===== src/rtl/light_mon_pkg.sv =====
// Shared lamp codes, fault codes and monitor state encoding for light_monitor.
package light_mon_pkg;

    localparam int unsigned LAMP_W  = 2;
    localparam int unsigned CODE_W  = 3;
    localparam int unsigned N_LAMPS = 4;

    typedef enum logic [LAMP_W-1:0] {
        LAMP_R   = 2'b00,
        LAMP_Y   = 2'b01,
        LAMP_G   = 2'b10,
        LAMP_BAD = 2'b11
    } lamp_t;

    typedef enum logic [CODE_W-1:0] {
        FC_NONE     = 3'd0,
        FC_INVALID  = 3'd1,
        FC_CONFLICT = 3'd2,
        FC_G_TO_R   = 3'd3,
        FC_SHORT_Y  = 3'd4,
        FC_STUCK_G  = 3'd5
    } fault_code_t;

    typedef enum logic [1:0] {
        MON_INIT  = 2'd0,
        MON_RUN   = 2'd1,
        MON_FAULT = 2'd2
    } mon_state_t;

endpackage


===== src/rtl/lamp_dwell.sv =====
// Per-lamp history: previous sampled code and saturating seconds-since-change count.
module lamp_dwell
    import light_mon_pkg::*;
#(
    parameter int unsigned CNT_W = 4
) (
    input  logic              clk,
    input  logic              rst,
    input  logic [LAMP_W-1:0] lamp,
    input  logic              tick_1s,
    output logic [LAMP_W-1:0] prev,
    output logic [CNT_W-1:0]  dwell
);

    localparam logic [CNT_W-1:0] DWELL_MAX = '1;

    // Track last code; dwell restarts on any change and counts ticks while steady.
    always_ff @(posedge clk) begin
        if (rst) begin
            prev  <= LAMP_Y;
            dwell <= '0;
        end else begin
            prev <= lamp;
            if (lamp != prev) begin
                dwell <= '0;
            end else if (tick_1s && (dwell != DWELL_MAX)) begin
                dwell <= dwell + CNT_W'(1);
            end
        end
    end

endmodule


===== src/rtl/light_monitor.sv =====
// Traffic-light safety monitor: checks four lamp codes for illegal states and
// sequences, latches the first fault cause and requests all-yellow flashing.
// Define LIGHT_MON_WATCHDOG_EN to enable the green-stuck watchdog (fault code 5).
module light_monitor
    import light_mon_pkg::*;
#(
    parameter int unsigned MIN_YELLOW = 1,
    parameter int unsigned MAX_GREEN  = 8,
    parameter int unsigned CNT_W      = 4
) (
    input  logic              clk,
    input  logic              rst,
    input  logic [LAMP_W-1:0] light_west,
    input  logic [LAMP_W-1:0] light_east,
    input  logic [LAMP_W-1:0] light_north,
    input  logic [LAMP_W-1:0] light_south,
    input  logic              tick_1s,
    input  logic              clear_fault,
    output logic              fault,
    output logic [CODE_W-1:0] fault_code,
    output logic              force_flash,
    output logic              armed
);

    localparam int unsigned      DWELL_SAT = (32'd1 << CNT_W) - 32'd1;
    localparam logic [CNT_W-1:0] MIN_Y     = CNT_W'(MIN_YELLOW);

    // Thresholds must stay below the counter saturation value.
    if ((MIN_YELLOW >= DWELL_SAT) || (MAX_GREEN >= DWELL_SAT)) begin : g_param_check
        $error("light_monitor: MIN_YELLOW/MAX_GREEN must be below 2^CNT_W-1");
    end

    logic [LAMP_W-1:0] lamp  [N_LAMPS];
    logic [LAMP_W-1:0] prev  [N_LAMPS];
    logic [CNT_W-1:0]  dwell [N_LAMPS];

    assign lamp[0] = light_west;
    assign lamp[1] = light_east;
    assign lamp[2] = light_north;
    assign lamp[3] = light_south;

    for (genvar i = 0; i < N_LAMPS; i++) begin : g_lamp
        lamp_dwell #(.CNT_W(CNT_W)) u_dwell (
            .clk     (clk),
            .rst     (rst),
            .lamp    (lamp[i]),
            .tick_1s (tick_1s),
            .prev    (prev[i]),
            .dwell   (dwell[i])
        );
    end

    mon_state_t  state;
    logic        bad_c;
    logic        conflict_c;
    logic        g_to_r_c;
    logic        short_y_c;
    logic        all_y_c;
    logic [2:0]  g_cnt_c;
    fault_code_t init_code_c;
    fault_code_t run_code_c;
`ifdef LIGHT_MON_WATCHDOG_EN
    localparam logic [CNT_W-1:0] MAX_G = CNT_W'(MAX_GREEN);
    logic        stuck_c;
`endif

    // Evaluate every check on the current sample; lowest code wins.
    always_comb begin
        bad_c     = 1'b0;
        g_to_r_c  = 1'b0;
        short_y_c = 1'b0;
        all_y_c   = 1'b1;
        g_cnt_c   = 3'd0;
`ifdef LIGHT_MON_WATCHDOG_EN
        stuck_c   = 1'b0;
`endif
        for (int i = 0; i < N_LAMPS; i++) begin
            if (lamp[i] == LAMP_BAD) bad_c = 1'b1;
            if (lamp[i] == LAMP_G) g_cnt_c = g_cnt_c + 3'd1;
            if (lamp[i] != LAMP_Y) all_y_c = 1'b0;
            if ((prev[i] == LAMP_G) && (lamp[i] == LAMP_R)) g_to_r_c = 1'b1;
            if ((prev[i] == LAMP_Y) && (lamp[i] == LAMP_R) && (dwell[i] < MIN_Y)) short_y_c = 1'b1;
`ifdef LIGHT_MON_WATCHDOG_EN
            if ((prev[i] == LAMP_G) && (lamp[i] == LAMP_G) && tick_1s && (dwell[i] == MAX_G)) stuck_c = 1'b1;
`endif
        end
        conflict_c = (g_cnt_c > 3'd1);

        init_code_c = FC_NONE;
        if (conflict_c) init_code_c = FC_CONFLICT;
        if (bad_c)      init_code_c = FC_INVALID;

        run_code_c = FC_NONE;
`ifdef LIGHT_MON_WATCHDOG_EN
        if (stuck_c)    run_code_c = FC_STUCK_G;
`endif
        if (short_y_c)  run_code_c = FC_SHORT_Y;
        if (g_to_r_c)   run_code_c = FC_G_TO_R;
        if (conflict_c) run_code_c = FC_CONFLICT;
        if (bad_c)      run_code_c = FC_INVALID;
    end

    // Monitor FSM with registered fault/flash/armed outputs.
    always_ff @(posedge clk) begin
        if (rst) begin
            state       <= MON_INIT;
            fault       <= 1'b0;
            fault_code  <= FC_NONE;
            force_flash <= 1'b0;
            armed       <= 1'b0;
        end else begin
            case (state)
                MON_INIT: begin
                    if (init_code_c != FC_NONE) begin
                        state       <= MON_FAULT;
                        fault       <= 1'b1;
                        force_flash <= 1'b1;
                        fault_code  <= init_code_c;
                    end else if (all_y_c) begin
                        state <= MON_RUN;
                        armed <= 1'b1;
                    end
                end
                MON_RUN: begin
                    if (run_code_c != FC_NONE) begin
                        state       <= MON_FAULT;
                        fault       <= 1'b1;
                        force_flash <= 1'b1;
                        fault_code  <= run_code_c;
                        armed       <= 1'b0;
                    end
                end
                MON_FAULT: begin
                    if (clear_fault) begin
                        state       <= MON_INIT;
                        fault       <= 1'b0;
                        force_flash <= 1'b0;
                        fault_code  <= FC_NONE;
                    end
                end
                default: begin
                    state       <= MON_INIT;
                    fault       <= 1'b0;
                    force_flash <= 1'b0;
                    fault_code  <= FC_NONE;
                    armed       <= 1'b0;
                end
            endcase
        end
    end

endmodule


===== config.mk =====
export PLATFORM = sky130hd
export DESIGN_NAME = light_monitor
export DESIGN_NICKNAME = d
export VERILOG_FILES = /design/src/rtl/light_mon_pkg.sv /design/src/rtl/lamp_dwell.sv /design/src/rtl/light_monitor.sv
export SDC_FILE = /design/constraint.sdc
export NUM_CORES = 1
export LEC_CHECK = 0
export CAP_MARGIN = 5
export CORE_MARGIN = 2
export CORE_UTILIZATION = 56
export DETAILED_ROUTE_END_ITERATION = 10
export GPL_TIMING_DRIVEN = 0
export PLACE_DENSITY = 0.81
export SKIP_LAST_GASP = 1
export SLEW_MARGIN = 20
export SYNTH_ARGS = -nofsm -noshare
export SYNTH_HDL_FRONTEND = slang
export SYNTH_HIERARCHICAL = 1
export SYNTH_SLANG_ARGS = --single-unit

===== constraint.sdc =====
create_clock -name clk -period 3.35 [get_ports clk]
set_input_delay 0.67 -clock clk [delete_from_list [all_inputs] [get_ports clk]]
set_output_delay 0.67 -clock clk [all_outputs]
set_load 0.01 [all_outputs]

Word level (Yosys, flattened, before mapping)
Index checks and enable logic that the tools add are counted.

word-level totals
  input port bits = 12
  word-level logic and storage cells = 134
  register bits after elaboration = 31
  output and inout port bits = 6

cells by class
  $add $sub $neg = 7
  eq/ne operators = 36
  bitwise operators = 1
  reduce and logical (&&, ||, !) cells = 30
  order comparisons = 5
  mux-type cells = 43

operator list
  kind                   count
  $mux W3                11
  $eq A2 B2 Y1 const B   13
  $mux W1                23
  $add A4 B1 Y4 const B  4
  $logic_and A1 B1 Y1    16
  $lt A4 B1 Y1 const B   4
  $ne A4 B4 Y1 const B   4
  $eq A2 B1 Y1 const B   5
  $logic_not A2 Y1       5
  $mux W2                5
  $ne A2 B2 Y1 const B   5
  $add A3 B1 Y3 const B  3
  $pmux W3 S3            1
  $ne A2 B1 Y1 const B   4
  $ne A2 B2 Y1           4
  $reduce_or A2 Y1       4
  $pmux W1 S3            2
  $pmux W2 S3            1
  $reduce_and A3 Y1      2
  $reduce_bool A3 Y1     2
  $reduce_and A4 Y1      1
  $gt A3 B1 Y1 const B   1
  $ne A3 B3 Y1 const B   1
  $not A1 Y1             1

Logic depth before layout (Yosys ltp)
  depth after elaboration = 14
  gate-level depth with buffers = 11
  gate-level depth less buffers = 11

By module
Netlist, hierarchy kept.

by module, submodules not included
  module         instances  cells each  sequential area each (sq um)  area an instance (sq um)
  lamp_dwell     4          27          120.1                         264.0
  light_monitor  1          86          140.1                         683.2

Worst setup path after synthesis
Ideal clock, no wire load.

  kind = input -> register
  start = in light_west[1]
  end = reg fault_code[2]
  data required time = 3285 ps
  data arrival time = 2896 ps
  path buffers = 0
  slack = 390 ps
  stages on the path = 11
  library setup time = 65 ps
  cells stage by stage = nor2b_1 > inv_1 > ha_1 > or3b_1 > o21ai_0 > ha_1 > or4b_4 > a31oi_4 > nor2b_2 > o32a_1 > nor2_1

on the way
  word-level cells in the longest chain between the ends = 14
  elaborated cells on any way between the ends = 39
  those cells by class = add/sub (3); order compare (1); eq/ne (4); mux (24); reduce/logical (7)

RTL lines
  what                                                         line                                                           RTL
  start: declaration                                           light_monitor.sv:13                                            input logic [LAMP_W-1:0] light_west,
  $eq A2 B2 Y1 / $logic_not A2 Y1 (equally long branches)      light_monitor.sv:79, light_monitor.sv:81, light_monitor.sv:82
  $mux W1 / $logic_and A1 B1 Y1 (equally long branches)        light_monitor.sv:79, light_monitor.sv:82
  $add A3 B1 Y3 / $logic_and A1 B1 Y1 (equally long branches)  light_monitor.sv:79, light_monitor.sv:82
  $mux W3 / $mux W1 (equally long branches)                    light_monitor.sv:79, light_monitor.sv:82
  $add A3 B1 Y3 / $mux W1 (equally long branches)              light_monitor.sv:79, light_monitor.sv:82
  $mux W3 / $mux W1 (equally long branches)                    light_monitor.sv:79, light_monitor.sv:82
  $add A3 B1 Y3 / $mux W1 (equally long branches)              light_monitor.sv:79, light_monitor.sv:82
  $mux W3 (on tied branches)                                   light_monitor.sv:79, light_monitor.sv:97
  $gt A3 B1 Y1 / $mux W3 (equally long branches)               light_monitor.sv:87, light_monitor.sv:98
  $mux W3 / $mux W2 (equally long branches)                    light_monitor.sv:99, light_monitor.sv:90
  $mux W3 (on tied branches)                                   light_monitor.sv:100, light_monitor.sv:91
  $reduce_bool A3 Y1 (on tied branches)                        light_monitor.sv:125, light_monitor.sv:114
  $ne A2 B2 Y1 (no line)                                       -
  $reduce_and A3 Y1 (no line)                                  -
  end signal: assignment                                       light_monitor.sv:118                                           fault_code <= init_code_c;
  end signal: assignment                                       light_monitor.sv:129                                           fault_code <= run_code_c;
  end: declaration                                             light_monitor.sv:20                                            output logic [CODE_W-1:0] fault_code,

Several ways; a longest one is shown, not always the timed one. The select of a mux whose other input is x is not followed.
A chain may end at the register's enable or synchronous reset.

Worst setup path in the final report
  start = in light_west[1]
  end = reg fault_code[1]

Same word-level chain as after synthesis.

==> metrics.yaml <==
status:
  status: "finished clean"
die:
  core-area_sq_mm: 0.00300
  rows: 20
  ios: 18
  die_y_um: 59.7
  fp.dieW_um: 59.7
  die-area_sq_mm: 0.00357
  initial_core_util_pct: 57.9
timing:
  post-route-min-period_ns: 3.18
  tns_ns: 0
  maxSlewHeadroom_pct: 54.5
  whs_ns: 0.508
  finalSetupViolCount: 0
  grt_setup_unrepaired: "no"
  final_max_slew_viol_count: 0
  hold_violations: 0
  skew_ns: 0.00522
  clock.fmax_mhz: 315
  period_share_pct: 94.8
  tightestPinTransition_ns: 0.681
  worst_slack_ns: 0.173
synth:
  synth_warnings: 6
  synth_top_cell_by_area: "dfxtp_1"
  synth_cells: 194
  syn-num-nets: 213
  yosysSeqAreaShare_pct: 35.7
  netlist_top_cells_area: "dfxtp_1 (36%), ha_1 (5.0%), a21oi_1 (4.9%)"
  ys.flop_type: "dfxtp_1"
  ys_ff_latch: 31
  syn_area_per_cell_sq_um: 8.96
  syn_area_sq_mm: 0.00174
  synth_cell_types: 46
  synth_edf_count: 0
  synth_top_area_share_pct: 35.7
  async_flop_share_pct: 0
placed_design:
  place_congestion: 0.827
  dp_hpwl_um: 2860
  port_buffers: 17
  dp.cells: 244
  dp_slack_ns: -0.442
  postPlaceCellArea_sq_mm: 0.00195
clocking:
  clock-root-buffer: "clkbuf_4"
  h-tree-depth: 2
  clock_path_buffers: 2
  cts_num_sinks: 31
  cts_buffers: 5
  cts_tree: "built"
  clk_pin_slew_ns: 0.09
  clock_latency_ns: 0.31
  postCtsSetupBuffers: 0
worst_setup_path:
  cp-startpoint: "light_west[1]"
  crit_buf_inv: 2
  worstSetupStartpointType: "input port"
  arrival_ns: 3.41
  required_ns: 3.58
  slowest_delay_ns: 0.57
  cp_top_family: "simple AND/OR/NAND/NOR gates"
  regToRegStartpoint: "g_lamp[1].u_dwell/prev[1]$_SDFF_PP0_"
  crit_path_frequent_cell: "ha_1"
  worstSetupEndpointType: "register"
  path_max_fanout: 7
  critPathKind: "in -> reg"
  cpMaxStageDelayCell: "or4b_4"
  crit_path_cell_trace: "dlygate4sd2_1 -> nor2b_2 -> inv_1 -> ha_1 -> or3b_1 -> o21ai_0 -> ha_1 -> or4b_4 -> a31oi_4 -> nand2_1 -> a211oi_1"
drt:
  drt-total-wl_um: 3690
  post_drt_via_cell_ratio: 6.23
  vias: 1557
  drtAntennaViolNets: 0
  first_pass_iters: 4
  first_iter_violations: 83
  avgRoutedWirePerCell_um: 14.8
  drc_errors: 0
cells_and_area:
  final_util_pct: 66.6
  layout_common_cells: "dfxtp_1 (31), a21oi_1 (17), inv_1 (13), clkdlybuf4s50_1 (13), o21ai_0 (10)"
  regArea_sq_um: 621
  layout-drive-gt1-share_pct: 12.0
  final_common_cell: "dfxtp_1"
  layout.cells.non_filler: 250
  n_antenna_cell: 0
  multi_input_area_sq_mm: 0.00106
  final_net_count: 237
  final_area_sq_mm: 0.00200
  area_growth_pct: 15.0
  num-fill-cells: 252
global_route:
  grt_max_degree: 21
  antenna_found_initial: 0
  grt_usage_pct: 23.1
  grt_pass1_vias: 1523
  grt_overflow: 0
  grt_pass1_wl_um: 6240
power_and_ir_drop:
  power_frac_seq_pct: 56.5
  p_leak_nw: 0.765
  switching_power_mw: 0.181
  ir_drop_uv: 193
  cellPowerDensity_mw_per_mm2: 346
  intPower_mw: 0.511
  pwr-share-clk_pct: 26.8
  p_total_mw: 0.692
  p_comb_share_pct: 16.7
  netSwitchingFraction_pct: 26.1
hold_path:
  hold_class: "reg -> reg"
  hold_start: "fault_code[0]$_SDFFE_PP0P_"
job:
  maxCapViolations: 0
[worst reg2reg max path, stage by stage, from the launching register on]
cell and delay [ns]:
dfxtp_1 0.37, or4b_1 0.46, o41ai_1 0.12, o31ai_1 0.16, a21oi_1 0.21, nor2_1 0.07, a211oi_1 0.24
[synth_stat cells, types with 2 or more instances]
cell type	instances
a211oi_1	5
a21oi_1	17
a22oi_1	2
and3_1	4
and4_1	4
dfxtp_1	31
ha_1	7
inv_1	13
nand2_1	7
nand2b_1	4
nand3_1	2
nand3b_1	5
nand4_1	5
nor2_1	7
nor2b_1	5
nor3_1	6
nor3_2	4
nor4_1	4
nor4b_1	6
o21ai_0	10
o32ai_1	2
or2_2	4
or3_1	5
or3_4	4
or4b_1	2
xor2_1	9
[power groups by stage]
stage / Clock, mW / Combinational, mW / Sequential, mW
final: 0.185 / 0.115 / 0.391
after global routing: 0.211 / 0.127 / 0.393
after CTS: 0.194 / 0.116 / 0.391
after detailed placement: 0 / 0.115 / 0.400
after global placement: 0 / 0.109 / 0.398
after floorplan: 0 / 0.0670 / 0.398
[worst paths after layout]
kind | end | slack, ns | cells past startpoint
max reg2reg | fault_code[1]$_SDFFE_PP0P_ | 1.64 | 6
min | fault_code[0]$_SDFFE_PP0P_ | 0.51 | 2
min reg2reg | fault_code[0]$_SDFFE_PP0P_ | 0.51 | 2
max | fault_code[1]$_SDFFE_PP0P_ | 0.17 | 11
[state kept, by name, indices dropped and copies added, names as in the netlist]
name                  flops
armed                     1
fault_code                3
force_flash               1
g_lamp.u_dwell/dwell     16
g_lamp.u_dwell/prev       8
state                     2
[kinds of logic after synthesis]
group	Yosys count	synth area share, %
compound gates	44	16.1
simple gates	87	34.9
fa+ha+maj	7	5.04
buf+inv	16	3.74
flops	31	35.7
xor+xnor	9	4.53
[cell type report]
class / count / share of cell area (%)
multi-input combinational: 147 / 52.8
timing repair buffer: 17 / 8.82
clock buffer: 6 / 2.06
sequential: 31 / 31.0
inverter: 13 / 2.44
buffer: 3 / 0.813
tap: 33 / 2.06
[routing by layer]
layer	track usage, %	up-vias	part of all wire [%]
met5	0	-	0
met4	10.5	0	1.7
met3	6.28	8	3.9
met2	40.5	37	53
met1	25.7	738	42
li1	-	774	-
[repair_timing]
item | in CTS | in global routing
hold buffers | 0 | 0
gates cloned | 0 | 0
endpoints found under the hold margin | 0 | 0
setup endpoints to repair | 6 | 6
resized for setup | 2 | 3
(Power assumes the default switching activity.)
